`src/rtl/pipe_stage_buf.sv`:
```
// Pipeline stage buffer with valid/ready handshake: a head register feeding the
// outputs plus an optional skid entry so upstream ready need not follow out_ready.
module pipe_stage_buf #(
  parameter int DATA_W = 32,
  parameter int CTRL_W = 8,
  parameter int SKID   = 1
) (
  input  logic              clk,
  input  logic              rst,
  input  logic              flush,
  input  logic              in_valid,
  output logic              in_ready,
  input  logic [CTRL_W-1:0] in_ctrl,
  input  logic [DATA_W-1:0] in_data,
  output logic              out_valid,
  input  logic              out_ready,
  output logic [CTRL_W-1:0] out_ctrl,
  output logic [DATA_W-1:0] out_data,
  output logic [1:0]        occupancy
);

  typedef enum logic [1:0] {
    ST_EMPTY = 2'd0,
    ST_ONE   = 2'd1,
    ST_TWO   = 2'd2
  } state_e;

  state_e            state_q, state_d;
  logic              out_valid_q, out_valid_d;
  logic [1:0]        occ_q, occ_d;
  logic [CTRL_W-1:0] head_ctrl_q, head_ctrl_d;
  logic [DATA_W-1:0] head_data_q, head_data_d;
  logic [CTRL_W-1:0] skid_ctrl_q, skid_ctrl_d;
  logic [DATA_W-1:0] skid_data_q, skid_data_d;
  logic              push;
  logic              pop;

  // Upstream ready: never a function of in_valid, so no combinational loop upstream
  always_comb begin
    if (SKID != 0) begin
      in_ready = (state_q != ST_TWO) && !flush;
    end else begin
      in_ready = (!out_valid_q || out_ready) && !flush;
    end
  end

  assign push = in_valid & in_ready & ~flush;
  assign pop  = out_valid_q & out_ready & ~flush;

  // Next-state and next-contents; emptied slots are zeroed so outputs read zero when idle
  always_comb begin
    state_d     = state_q;
    head_ctrl_d = head_ctrl_q;
    head_data_d = head_data_q;
    skid_ctrl_d = skid_ctrl_q;
    skid_data_d = skid_data_q;
    if (flush) begin
      state_d     = ST_EMPTY;
      head_ctrl_d = '0;
      head_data_d = '0;
      skid_ctrl_d = '0;
      skid_data_d = '0;
    end else begin
      case (state_q)
        ST_EMPTY: begin
          if (push) begin
            state_d     = ST_ONE;
            head_ctrl_d = in_ctrl;
            head_data_d = in_data;
          end else begin
            state_d = ST_EMPTY;
          end
        end
        ST_ONE: begin
          if (push && pop) begin
            head_ctrl_d = in_ctrl;
            head_data_d = in_data;
          end else if (pop) begin
            state_d     = ST_EMPTY;
            head_ctrl_d = '0;
            head_data_d = '0;
          end else if (push && (SKID != 0)) begin
            state_d     = ST_TWO;
            skid_ctrl_d = in_ctrl;
            skid_data_d = in_data;
          end else begin
            state_d = ST_ONE;
          end
        end
        ST_TWO: begin
          if (pop) begin
            state_d     = ST_ONE;
            head_ctrl_d = skid_ctrl_q;
            head_data_d = skid_data_q;
            skid_ctrl_d = '0;
            skid_data_d = '0;
          end else begin
            state_d = ST_TWO;
          end
        end
        default: begin
          state_d     = ST_EMPTY;
          head_ctrl_d = '0;
          head_data_d = '0;
          skid_ctrl_d = '0;
          skid_data_d = '0;
        end
      endcase
    end
  end

  // Registered status derived from the next state so it always matches the encoding
  always_comb begin
    out_valid_d = (state_d != ST_EMPTY);
    case (state_d)
      ST_EMPTY: occ_d = 2'd0;
      ST_ONE:   occ_d = 2'd1;
      ST_TWO:   occ_d = 2'd2;
      default:  occ_d = 2'd0;
    endcase
  end

  // State and storage registers
  always_ff @(posedge clk or posedge rst) begin
    if (rst) begin
      state_q     <= ST_EMPTY;
      out_valid_q <= 1'b0;
      occ_q       <= 2'd0;
      head_ctrl_q <= '0;
      head_data_q <= '0;
      skid_ctrl_q <= '0;
      skid_data_q <= '0;
    end else begin
      state_q     <= state_d;
      out_valid_q <= out_valid_d;
      occ_q       <= occ_d;
      head_ctrl_q <= head_ctrl_d;
      head_data_q <= head_data_d;
      skid_ctrl_q <= skid_ctrl_d;
      skid_data_q <= skid_data_d;
    end
  end

  assign out_valid = out_valid_q;
  assign out_ctrl  = head_ctrl_q;
  assign out_data  = head_data_q;
  assign occupancy = occ_q;

endmodule

```
`config.mk`:
```
export PLATFORM = sky130hd
export DESIGN_NAME = pipe_stage_buf
export DESIGN_NICKNAME = d
export VERILOG_FILES = /design/src/rtl/pipe_stage_buf.sv
export SDC_FILE = /design/constraint.sdc
export NUM_CORES = 1
export LEC_CHECK = 0
export BUFFER_PORTS_ARGS = -buffer_cell sky130_fd_sc_hd__buf_2
export CORE_ASPECT_RATIO = 1.25
export CORE_UTILIZATION = 50
export DETAILED_ROUTE_END_ITERATION = 7
export GPL_TIMING_DRIVEN = 0
export PLACE_DENSITY = 0.79
export SLEW_MARGIN = 20
export SYNTH_ARGS = -nofsm -noshare
export SYNTH_HDL_FRONTEND = slang
export SYNTH_SLANG_ARGS = --single-unit
```
`constraint.sdc`:
```
create_clock -name clk -period 6.2 [get_ports clk]
set_input_delay 0.62 -clock clk [delete_from_list [all_inputs] [get_ports clk]]
set_output_delay 0.62 -clock clk [all_outputs]
set_load 0.02 [all_outputs]
```
---- Word level (Yosys, flattened, before mapping) ----
Cells that the tools add are included.
word-level totals
  register bits after elaboration ......... 85
operators by class
  bitwise gates (word level) .............. 5
  muxes and demuxes ....................... 28
  reductions and logical operators ........ 7
  equal/unequal tests ..................... 12
operator list
  cell                                                                   count
  32-bit two-way mux                                                     8
  32-bit one-hot mux with 3 select lines                                 2
  8-bit two-way mux                                                      8
  8-bit one-hot mux with 3 select lines                                  2
  3-bit inequality test, second input constant                           5
  2-bit two-way mux                                                      5
  2-bit one-hot mux with 3 select lines                                  1
  5-bit AND reduction                                                    1
  1-bit AND                                                              4
  2-bit by 1-bit equality test with 1-bit output, second input constant  2
  2-bit equality test, second input constant                             2
  2-bit inequality test, second input constant                           2
  4-bit inequality test, second input constant                           1
  2-bit one-hot mux with 2 select lines                                  1
  3-bit AND reduction                                                    1
  1-bit logical AND                                                      2
  2-bit logical NOT                                                      1
  2-bit nonzero test                                                     1
  1-bit logical NOT                                                      1
  1-bit two-way mux                                                      1
  1-bit inverter                                                         1

---- Longest topological paths before layout ----
  depth after elaboration ................. 11
  depth in mapped cells ................... 5

---- Least setup slack after synthesis ----
No wires, ideal clock.
  path kind ............................... input -> output
  start ................................... in flush
  end ..................................... out in_ready
  path slack .............................. 4.324 ns
  data arrival time ....................... 1.256 ns
  required time ........................... 5.580 ns
  path buffers ............................ 2
  cell stages on the path ................. 3
  path through ............................ clkbuf_1 -> clkbuf_1 -> nor2_1
between the ends
  cells in the longest elaborated chain, start to end .. 2
ends and longest elaborated chain
  what               line  text
  from (decl)        10    input logic flush,
  1-bit logical NOT  n/a
  1-bit logical AND  41    in_ready = (state_q != ST_TWO) && !flush;
  to (decl)          12    output logic in_ready,
No other way between the ends.

---- Worst setup path in the final report ----
Same ends and word-level chain as after synthesis.

==> metrics.cfg <==
[run_status]
status = complete, no violations

[die]
start_util_pct = 52.01
die_area_um2 = 9538
die_y_um = 108.9
num_rows = 38
die_x_um = 87.55
io_pins = 89
core_area_um2 = 8796

[global_route]
grt_overflow = 0
grt_pass1_vias = 4013
grt_start_max_net_pins = 57
antenna_found_initial = 0
grt_pass1_wl_mm = 19.75
grt.total_usage_pct = 27.73

[placement]
place_inst = 647
hpwl_mm = 8.507
portBuffers = 87
gp_congestion = 0.8159

[pwr]
pwr-share-comb_pct = 25.9
p_clk_share_pct = 28.3
p_leak_nw = 2.618
seq_power_share_pct = 45.7
internal_power_w = 0.0008927
power_density_nw_per_um2 = 247.7
netSwitchingFraction_pct = 32.88
power.switching_w = 0.0004373
ir_drop_v = 0.0001108

[synth]
synth_cells = 439
synth_nets = 484
synth_area_um2 = 4574
synth_top_area_share_pct = 46.50
synth_area_per_cell_um2 = 10.42
yosysSeqAreaShare_pct = 46.50
yosysWarnings = 0
ys_ff_latch = 85
synthTopCellsByArea = dfrtp_1, mux2i_1, a22o_1
synth_largest_area_cell = dfrtp_1
ys_types = 31

[timing]
finalClockSkew_ns = 0.008272
rsz0062_at_grt = no
fmax_mhz = 418.1
finalCritPeriodShare_pct = 38.58
hold_viol = 0
setup_viol = 0
tns_ns = 0
slew_headroom_pct = 59.78
drv_slew = 0
max_slew.worst_pin.slew_ns = 0.6032
period_minus_slack_ns = 2.392

[route]
vias = 3922
ant_nets = 0
via_per_inst = 5.916
wl_per_cell_um = 18.71
drtPass1Iterations = 5
wirelength_mm = 12.41
drtIter0Drc = 346
drc_errors = 0

[clocking]
numCtsBuffers = 9
ctsHoldBuffers = 0
cts_resized = 0
cts_tree = done
clock_latency_ns = 0.37
clock_path_buffers = 2
cts_htree_levels = 3
clk_pin_slew_ns = 0.08
cts_setup_buffers = 0
clock_sinks = 85
root_buffer = clkbuf_8

[worst_setup_path]
required_ns = 5.58
cp_max_fo = 10
worst_ep_arrival_time_ns = 1.77
crit_type = in2out
startpoint_type = input port
end_kind = output port

[finish]
post-route-util_pct = 61.05
fillers = 765
areaGrowthSynthToFinish_pct = 17.40
fin_nets = 583
mostFrequentLayoutCell = buf_2
finalNonFillerCells = 663
final_cell_mix = buf_2, dfrtp_1, mux2i_1, nand2_1
layout-drive-gt1-share_pct = 24.54

[min_path]
hold_path_class = in2async

[run]
drv_cap = 0

## power groups by stage
stage / combinational (W) / clock [W] / sequential [W]
3_5_place_dp: 0.000341 / 0 / 0.000619
4_1_cts: 0.000343 / 0.000376 / 0.000608
3_3_place_gp: 0.000330 / 0 / 0.000618
5_1_grt: 0.000370 / 0.000394 / 0.000613
2_1_floorplan: 0.000195 / 0 / 0.000651
6_report: 0.000345 / 0.000376 / 0.000608
## kinds of logic (layout without fill, tap and decap cells)
group | Yosys count | count (layout) | share of synthesized area [%]
xor+xnor | 1 | 1 | 0.1915
compound gates | 92 | 92 | 16.38
simple gates | 132 | 132 | 14.06
buf+inv | 48 | 151 | 5.142
mux | 81 | 81 | 17.72
flops | 85 | 85 | 46.50
other cells | 0 | 1 | 0
## registers in the layout, summed over array words and instances (netlist names)
register	count
occupancy	2
out_ctrl	8
out_data	32
out_valid	1
skid_ctrl_q	8
skid_data_q	32
state_q	2
## worst max-delay path, cell delays in order
cell      delay, ns
buf_2          0.13
clkbuf_1       0.38
clkbuf_1       0.35
nor2_1         0.11
buf_2          0.17
## worst paths after layout
kind	end	start	depth (start not counted)	slack (ns)
setup reg to reg	out_data[18]$_DFFE_PP0P_	out_valid$_DFF_PP0_	5	4.24
setup / recovery	in_ready	flush	5	3.81
hold / removal	out_data[21]$_DFFE_PP0P_	rst	2	0.24
min in group clk	skid_data_q[18]$_DFFE_PP0P_	in_data[18]	3	0.50
max in group asynchronous	skid_data_q[12]$_DFFE_PP0P_	rst	3	5.34
hold reg to reg	out_ctrl[3]$_DFFE_PP0P_	out_ctrl[3]$_DFFE_PP0P_	1	0.50
## routing by layer
metal | vias up | track usage (%) | part of all wire [%]
met5 | - | 0 | 0
met4 | 0 | 16.04 | 2.9
met3 | 28 | 3.558 | 5.4
met2 | 149 | 45.09 | 50
met1 | 1954 | 35.45 | 42
li1 | 1791 | - | -
## cells in the mapped netlist
library cell  instances
or2_2                 1
or3b_1                1
buf_1                 1
o21ai_0               1
nand4_1               1
nor3b_1               1
o31ai_1               1
nand2_1              67
buf_2                26
nor2_1                3
clkbuf_1             15
nand3_1              13
a22o_1               40
dfrtp_1              85
xnor2_1               1
or4b_1                1
buf_6                 3
mux2i_1              81
o22ai_1              17
a21o_1                1
nand2b_1             40
and2_1                1
o32ai_2               1
nor2b_1               2
o21bai_1              1
a21boi_0              2
a21oi_1               2
or4_1                 1
o32ai_1              25
inv_1                 3
o21ai_1               1
## stage by stage
stage | total power [W] | setup slack, ns | instance area, µm² | hold WS [ns]
floorplan | 0.0008458 | 3.387 | 4574 | 0.5168
global placement | 0.0009474 | 2.402 | 5160 | 0.4816
detailed placement | 0.0009606 | 3.830 | 5190 | 0.4860
CTS | 0.001328 | 3.812 | 5368 | 0.2566
global route | 0.001377 | 3.696 | 5368 | 0.2806
finish | 0.001330 | 3.808 | 5370 | 0.2429
## layout make-up
cell class	count	area, µm²	share of cell area, %
timing repair buffer	88	462.9	8.621
multi-input combinational	306	2212	41.19
sequential	85	2127	39.61
tap	120	150.1	2.796
antenna	1	2.502	0.04660
inverter	3	13.76	0.2563
buffer	45	224.0	4.171
clock buffer	14	172.7	3.215
clock inverter	1	5.005	0.09320
Power figures use the tool's default switching activity.
